[src/rtl/dtc_vote_pkg.sv]
// Shared types and constants for the decision-tree vote accumulator.
//   CLASS_W     : width of a class code produced by the tree
//   NUM_CLASSES : number of histogram bins (2**CLASS_W)
//   state_e     : accumulator FSM states
//   class_t     : class code type
package dtc_vote_pkg;

  localparam int unsigned CLASS_W     = 3;
  localparam int unsigned NUM_CLASSES = 2 ** CLASS_W;

  typedef enum logic [1:0] {
    ACCUM = 2'd0,
    SCAN  = 2'd1,
    HOLD  = 2'd2
  } state_e;

  typedef logic [CLASS_W-1:0] class_t;

endpackage

[src/rtl/dtc_vote_accum_if.sv]
// Handshake bundle between the tree output, the vote accumulator and the result consumer.
//   in_valid/in_ready/in_class    : prediction stream into the accumulator
//   out_valid/out_ready           : result handshake
//   out_class/out_votes/out_total : winning class, its votes, samples in the window
//   busy                          : accumulator is scanning or holding a result
//   flush                         : early window end (only when DTC_VOTE_FLUSH_EN is defined)
// slave modport is the accumulator side, master modport is the environment side.
interface dtc_vote_accum_if #(
  parameter int unsigned CNT_W = 5
);
  import dtc_vote_pkg::*;

  logic             in_valid;
  logic             in_ready;
  class_t           in_class;
  logic             out_valid;
  logic             out_ready;
  class_t           out_class;
  logic [CNT_W-1:0] out_votes;
  logic [CNT_W-1:0] out_total;
  logic             busy;

`ifdef DTC_VOTE_FLUSH_EN
  logic             flush;

  modport slave (
    input  in_valid, in_class, out_ready, flush,
    output in_ready, out_valid, out_class, out_votes, out_total, busy
  );
  modport master (
    output in_valid, in_class, out_ready, flush,
    input  in_ready, out_valid, out_class, out_votes, out_total, busy
  );
`else
  modport slave (
    input  in_valid, in_class, out_ready,
    output in_ready, out_valid, out_class, out_votes, out_total, busy
  );
  modport master (
    output in_valid, in_class, out_ready,
    input  in_ready, out_valid, out_class, out_votes, out_total, busy
  );
`endif

endinterface

[src/rtl/dtc_vote_hist.sv]
// Per-class vote counter bank with a single read port for the argmax scan.
//   clk, rst   : clock and synchronous active-high reset
//   inc_i      : increment the bin selected by idx_i
//   idx_i      : bin to increment
//   clr_i      : clear every bin (window handed off)
//   rd_idx_i   : bin to read
//   rd_cnt_o   : count of bin rd_idx_i
module dtc_vote_hist
  import dtc_vote_pkg::*;
#(
  parameter int unsigned CNT_W = 5
) (
  input  logic             clk,
  input  logic             rst,
  input  logic             inc_i,
  input  class_t           idx_i,
  input  logic             clr_i,
  input  class_t           rd_idx_i,
  output logic [CNT_W-1:0] rd_cnt_o
);

  logic [CNT_W-1:0] cnt_q [NUM_CLASSES];

  always_ff @(posedge clk) begin
    if (rst || clr_i) begin
      for (int unsigned k = 0; k < NUM_CLASSES; k++) begin
        cnt_q[k] <= '0;
      end
    end else if (inc_i) begin
      // Bounded by the window length, so no saturation is needed.
      cnt_q[idx_i] <= cnt_q[idx_i] + 1'b1;
    end
  end

  assign rd_cnt_o = cnt_q[rd_idx_i];

endmodule

[src/rtl/dtc_vote_accum.sv]
// Accumulates class predictions over a window and reports the majority class.
//   clk, rst : clock and synchronous active-high reset
//   bus      : dtc_vote_accum_if slave side (prediction in, result out, busy, optional flush)
// Flow: ACCUM counts WINDOW accepts, SCAN walks every bin once keeping the strictly larger
// count (ties keep the lower class), HOLD presents the result until it is taken.
// Optional macro DTC_VOTE_FLUSH_EN adds bus.flush to end a non-empty window early.
module dtc_vote_accum
  import dtc_vote_pkg::*;
#(
  parameter int unsigned WINDOW = 16,
  parameter int unsigned CNT_W  = $clog2(WINDOW + 1)
) (
  input  logic            clk,
  input  logic            rst,
  dtc_vote_accum_if.slave bus
);

  state_e           state_q, state_d;
  logic [CNT_W-1:0] total_q, total_d;
  logic [CNT_W-1:0] best_votes_q, best_votes_d;
  class_t           best_class_q, best_class_d;
  class_t           scan_idx_q, scan_idx_d;
  logic             out_valid_q, out_valid_d;
  class_t           out_class_q, out_class_d;
  logic [CNT_W-1:0] out_votes_q, out_votes_d;
  logic [CNT_W-1:0] out_total_q, out_total_d;

  logic             accept;
  logic             hist_clr;
  logic             win_end;
  logic [CNT_W-1:0] rd_cnt;
  logic [CNT_W:0]   total_inc;

  assign accept    = bus.in_valid && (state_q == ACCUM);
  assign total_inc = {1'b0, total_q} + (CNT_W + 1)'(1);

`ifdef DTC_VOTE_FLUSH_EN
  // A flush closes the window only if it would contain at least one sample.
  assign win_end = (accept && (total_inc == (CNT_W + 1)'(WINDOW))) ||
                   (bus.flush && (accept || (total_q != '0)));
`else
  assign win_end = accept && (total_inc == (CNT_W + 1)'(WINDOW));
`endif

  dtc_vote_hist #(
    .CNT_W(CNT_W)
  ) u_hist (
    .clk     (clk),
    .rst     (rst),
    .inc_i   (accept),
    .idx_i   (bus.in_class),
    .clr_i   (hist_clr),
    .rd_idx_i(scan_idx_q),
    .rd_cnt_o(rd_cnt)
  );

  always_comb begin
    state_d      = state_q;
    total_d      = total_q;
    best_votes_d = best_votes_q;
    best_class_d = best_class_q;
    scan_idx_d   = scan_idx_q;
    out_valid_d  = out_valid_q;
    out_class_d  = out_class_q;
    out_votes_d  = out_votes_q;
    out_total_d  = out_total_q;
    hist_clr     = 1'b0;

    unique case (state_q)
      ACCUM: begin
        total_d = total_q + CNT_W'(accept);
        if (win_end) begin
          state_d      = SCAN;
          scan_idx_d   = '0;
          best_class_d = '0;
          best_votes_d = '0;
        end
      end
      SCAN: begin
        if (rd_cnt > best_votes_q) begin
          best_votes_d = rd_cnt;
          best_class_d = scan_idx_q;
        end
        scan_idx_d = scan_idx_q + 1'b1;
        if (scan_idx_q == class_t'(NUM_CLASSES - 1)) begin
          // Last bin's comparison is folded straight into the output registers.
          state_d     = HOLD;
          out_valid_d = 1'b1;
          out_class_d = best_class_d;
          out_votes_d = best_votes_d;
          out_total_d = total_q;
        end
      end
      HOLD: begin
        if (bus.out_ready) begin
          state_d      = ACCUM;
          out_valid_d  = 1'b0;
          hist_clr     = 1'b1;
          total_d      = '0;
          best_votes_d = '0;
          best_class_d = '0;
        end
      end
      default: state_d = ACCUM;
    endcase
  end

  always_ff @(posedge clk) begin
    if (rst) begin
      state_q      <= ACCUM;
      total_q      <= '0;
      best_votes_q <= '0;
      best_class_q <= '0;
      scan_idx_q   <= '0;
      out_valid_q  <= 1'b0;
      out_class_q  <= '0;
      out_votes_q  <= '0;
      out_total_q  <= '0;
    end else begin
      state_q      <= state_d;
      total_q      <= total_d;
      best_votes_q <= best_votes_d;
      best_class_q <= best_class_d;
      scan_idx_q   <= scan_idx_d;
      out_valid_q  <= out_valid_d;
      out_class_q  <= out_class_d;
      out_votes_q  <= out_votes_d;
      out_total_q  <= out_total_d;
    end
  end

  assign bus.in_ready  = (state_q == ACCUM);
  assign bus.busy      = (state_q != ACCUM);
  assign bus.out_valid = out_valid_q;
  assign bus.out_class = out_class_q;
  assign bus.out_votes = out_votes_q;
  assign bus.out_total = out_total_q;

endmodule
[src/flat_wrapper.sv]
// flat-port wrapper written by rule: the top's interface ports become plain ports
module dtc_vote_accum_flat import dtc_vote_pkg::*;
#(
  parameter int unsigned WINDOW = 16,
  parameter int unsigned CNT_W  = $clog2(WINDOW + 1)
)
  (clk, rst, bus_in_valid, bus_in_class, bus_out_ready, bus_in_ready, bus_out_valid, bus_out_class, bus_out_votes, bus_out_total, bus_busy);
  dtc_vote_accum_if #(.CNT_W(CNT_W)) bus_i ();
  input  logic clk;
  input  logic rst;
  input wire logic [$bits(bus_i.in_valid)-1:0] bus_in_valid;
  input wire logic [$bits(bus_i.in_class)-1:0] bus_in_class;
  input wire logic [$bits(bus_i.out_ready)-1:0] bus_out_ready;
  output wire logic [$bits(bus_i.in_ready)-1:0] bus_in_ready;
  output wire logic [$bits(bus_i.out_valid)-1:0] bus_out_valid;
  output wire logic [$bits(bus_i.out_class)-1:0] bus_out_class;
  output wire logic [$bits(bus_i.out_votes)-1:0] bus_out_votes;
  output wire logic [$bits(bus_i.out_total)-1:0] bus_out_total;
  output wire logic [$bits(bus_i.busy)-1:0] bus_busy;
  assign bus_i.in_valid = bus_in_valid;
  assign bus_i.in_class = bus_in_class;
  assign bus_i.out_ready = bus_out_ready;
  assign bus_in_ready = bus_i.in_ready;
  assign bus_out_valid = bus_i.out_valid;
  assign bus_out_class = bus_i.out_class;
  assign bus_out_votes = bus_i.out_votes;
  assign bus_out_total = bus_i.out_total;
  assign bus_busy = bus_i.busy;
  dtc_vote_accum #(.WINDOW(WINDOW), .CNT_W(CNT_W)) u_core (.clk(clk), .rst(rst), .bus(bus_i));
endmodule
[config.mk]
export PLATFORM = sky130hd
export DESIGN_NAME = dtc_vote_accum_flat
export DESIGN_NICKNAME = d
export VERILOG_FILES = /design/src/rtl/dtc_vote_pkg.sv /design/src/rtl/dtc_vote_accum_if.sv /design/src/rtl/dtc_vote_hist.sv /design/src/rtl/dtc_vote_accum.sv /design/src/flat_wrapper.sv
export SDC_FILE = /design/constraint.sdc
export NUM_CORES = 1
export LEC_CHECK = 0
export CORE_UTILIZATION = 30
export CTS_BUF_LIST = sky130_fd_sc_hd__clkbuf_8
export DETAILED_ROUTE_END_ITERATION = 10
export HOLD_SLACK_MARGIN = 0.03
export PLACE_DENSITY = 0.56
export SETUP_SLACK_MARGIN = 0.15
export SLEW_MARGIN = 40
export SYNTH_ARGS = -nofsm -noshare
export SYNTH_HDL_FRONTEND = slang
export SYNTH_HIERARCHICAL = 1
export SYNTH_SLANG_ARGS = --single-unit
[constraint.sdc]
create_clock -name clk -period 4.5 [get_ports clk]
set_input_delay 0.9 -clock clk [delete_from_list [all_inputs] [get_ports clk]]
set_output_delay 0.9 -clock clk [all_outputs]
set_load 0.02 [all_outputs]
==> results.toml <==
[power_and_ir_drop]
pwr-share-comb_pct = 10.9
intPower_mw = 1.03
seqPwrFrac_pct = 53.0
p_total_mw = 1.37
power_switching_mw = 0.339
switching_share_pct = 24.7
peakVddDrop_uv = 131
leakagePower_nw = 1.55
p_clk_share_pct = 36.1
power_density_nw_per_um2 = 298

[critical_path]
setup.worst_path.end_class = "register"
critPathLaunchType = "input port"
cp_top_family = "buffers and inverters"
cp_max_fo = 13
worstPathRequired_ps = 4580
startpoint = "bus_in_class[1]"
cp_num_buf_inv = 5
worstPathArrival_ps = 3520
crit_slowest_cell = "clkdlybuf4s50_1"
crit_chain = "clkdlybuf4s50_1 > buf_4 > clkinv_1 > mux2i_2 > inv_2 > ha_1 > nor3b_1 > buf_4 > mux2i_1"
cpPeakStageDelay_ps = 660
path_common_cell = "buf_4"
reg2reg_from = "u_core/scan_idx_q[1]$_SDFFE_PP0P_"
crit_type = "input port to register"

[sta]
final.period_utilization_pct = 76.5
drv_slew = 0
worst_pin_slew_ps = 810
max-slew-margin-rel_pct = 46.0
fin_skew_ps = 13.0
setup_viol = 0
hold_viol = 0
min_period_ps = 3440
fmax_ghz = 0.290
rsz0062_at_grt = "false"
setup-tns-final_ps = 0

[detailed_routing]
avgViaCountPerCell = 5.21
drt_first_pass_iters = 5
wirelength_um = 9640
post_drt_wl_per_cell_um = 17.6
drt-initial-drc-count = 336
drc = 0
ant_nets = 0
vias = 2863

[floorplan]
std_cell_rows = 41
core_um2 = 12800
io_pins = 23
start_util_pct = 31.3
die_w_um = 118
die_area_um2 = 13900
fp.dieH_um = 118

[clocking]
cts_hold_buffers = 0
tritoncts = "yes"
clockRootBuffer = "clkbuf_8"
ctsResizeCount = 0
cts_buffers = 9
clkLatencyLatePin_ps = 350
clkSinkCount = 72
htreeDepth = 3
clock_path_buffers = 2
cts_setup_buffers = 0
cts.clk_slew.worst_paths_ps = 70

[yosys]
ys_ff_latch = 72
synth_top_area_share_pct = 29.9
postSynthCellCount = 351
yosysSeqAreaShare_pct = 45.8
synth_area_leaders = "edfxtp_1, dfxtp_1, mux4_2"
synth_area_per_cell_um2 = 11.5
synth.distinct_cells = 50
synth_top_cell_by_area = "edfxtp_1"
yosysWarnings = 6
netlist_area_um2 = 4020
syn_nets = 368

[cells_and_area]
final_nets = 389
final_layout_size_suffix_gt1_share_pct = 18.3
final_cell_mix = "nor2_1, edfxtp_1, nand2_1"
post-route-cell-area_um2 = 4600
area_growth_pct = 14.4
num_antenna_cells = 0
fill_cells = 1279
final_common_cell = "nor2_1"

[place]
place_congestion = 0.801
hpwl_um = 7140
numPortBuffers = 22
postPlaceCellArea_um2 = 4400

[job]
cap_violations = 0

[global_routing]
grt_usage_pct = 14.7
grt_pass1_wl_um = 15500
grt_pass1_vias = 2823
grt_antenna_before_repair = 0
grt_max_degree = 36
grt-ovfl-total = 0

[run_status]
outcome = "finished clean"

[worst_hold_path]
hp-start = "u_core/bus.out_total[2]$_SDFFE_PP0P_"
min_path_type = "register to register"
## per-layer routing
layer  global-route usage (%)  part of all wire (%)  vias up  routed length (um)
met3                     3.25                   6.0       13                 579
met5                        0                     0        -                   0
met1                     18.9                    44     1378                4260
met2                     24.0                    48      117                4670
met4                     5.61                   1.4        0                 133
li1                         -                     -     1355                   -
## registers in the layout (all words and copies together) (netlist names)
name                  count
u_core/best_class_q       3
u_core/best_votes_q       5
u_core/bus.out_votes      5
u_core/bus.out_total      5
u_core/bus.out_valid      1
u_core/u_hist/cnt_q      40
u_core/scan_idx_q         3
u_core/bus.out_class      3
u_core/state_q            2
u_core/total_q            5
## layout make-up
type,count,area [um2],share of cell area [%]
repair buffers,27,258,5.61
clock buffers,10,138,2.99
inverters,15,56.3,1.22
multi-input cells,247,2040,44.3
flip-flops and latches,72,1840,40.1
clock inverters,6,52.6,1.14
well taps,172,215,4.68
## kinds of logic after synthesis
| logic type | Yosys count | share of synthesized area, % |
|---|---|---|
| simple gates | 127 | 15.0 |
| fa+ha+maj | 10 | 3.11 |
| mux | 54 | 19.7 |
| compound gates | 54 | 11.8 |
| buf+inv | 32 | 3.89 |
| xor+xnor | 2 | 0.623 |
| flops | 72 | 45.8 |
## power groups by stage
stage | logic (mW) | clock network, mW | registers (mW)
after detailed placement | 0.148 | 0 | 0.741
after floorplan | 0.110 | 0 | 0.733
after global placement | 0.145 | 0 | 0.741
final | 0.150 | 0.495 | 0.727
after global routing | 0.161 | 0.539 | 0.729
after CTS | 0.148 | 0.512 | 0.726
## worst paths after layout
check / slack (ps) / cells after the start / to
max reg2reg: 1160 / 8 / u_core/best_votes_q[1]$_SDFFE_PP0P_
min: 450 / 2 / u_core/bus.out_total[2]$_SDFFE_PP0P_
max: 1060 / 9 / u_core/u_hist/cnt_q[2][4]$_SDFFCE_PN0P_
min reg2reg: 450 / 2 / u_core/bus.out_total[2]$_SDFFE_PP0P_
## cell usage after synthesis (all sizes together)
master   count
clkbuf       6
a21oi       13
o32ai        1
o2111ai     16
mux4        18
a21o         2
nor2        47
nand3b       1
a221oi       1
nor2b        1
dfxtp       32
ha          10
a2bb2oi      1
or2          1
mux2         6
o211a        1
xor2         2
inv         14
nor3         2
mux2i       30
and3         1
nand3        5
o31ai        1
nor4         1
a32oi        1
a211oi      11
or3b         1
nand2b       9
and2b        1
a22o         1
nand4        1
a22oi        2
clkinv       1
nor3b       11
edfxtp      40
nand2       39
buf         11
or3          1
and2         5
o21ai        3
## worst register-to-register path: cells and delay by family, from the launching register on
family | cells | cell delay [ps]
AO/OA/AOI/OAI | 2 | 450
adder cells (fa/ha/maj) | 1 | 310
flip-flops | 1 | 800
multiplexers | 3 | 1030
AND/OR/NAND/NOR | 2 | 690
## per-stage QoR
stage	util (%)	std cells	worst slack [ps]	hold slack [ps]
after floorplan	-	351	1580	434
after global placement	34.3	533	773	441
after detailed placement	34.3	533	714	448
after CTS	35.8	549	848	459
after global routing	35.9	549	907	482
final	35.9	549	1060	454
No activity file was read; power rests on OpenSTA's default activity.
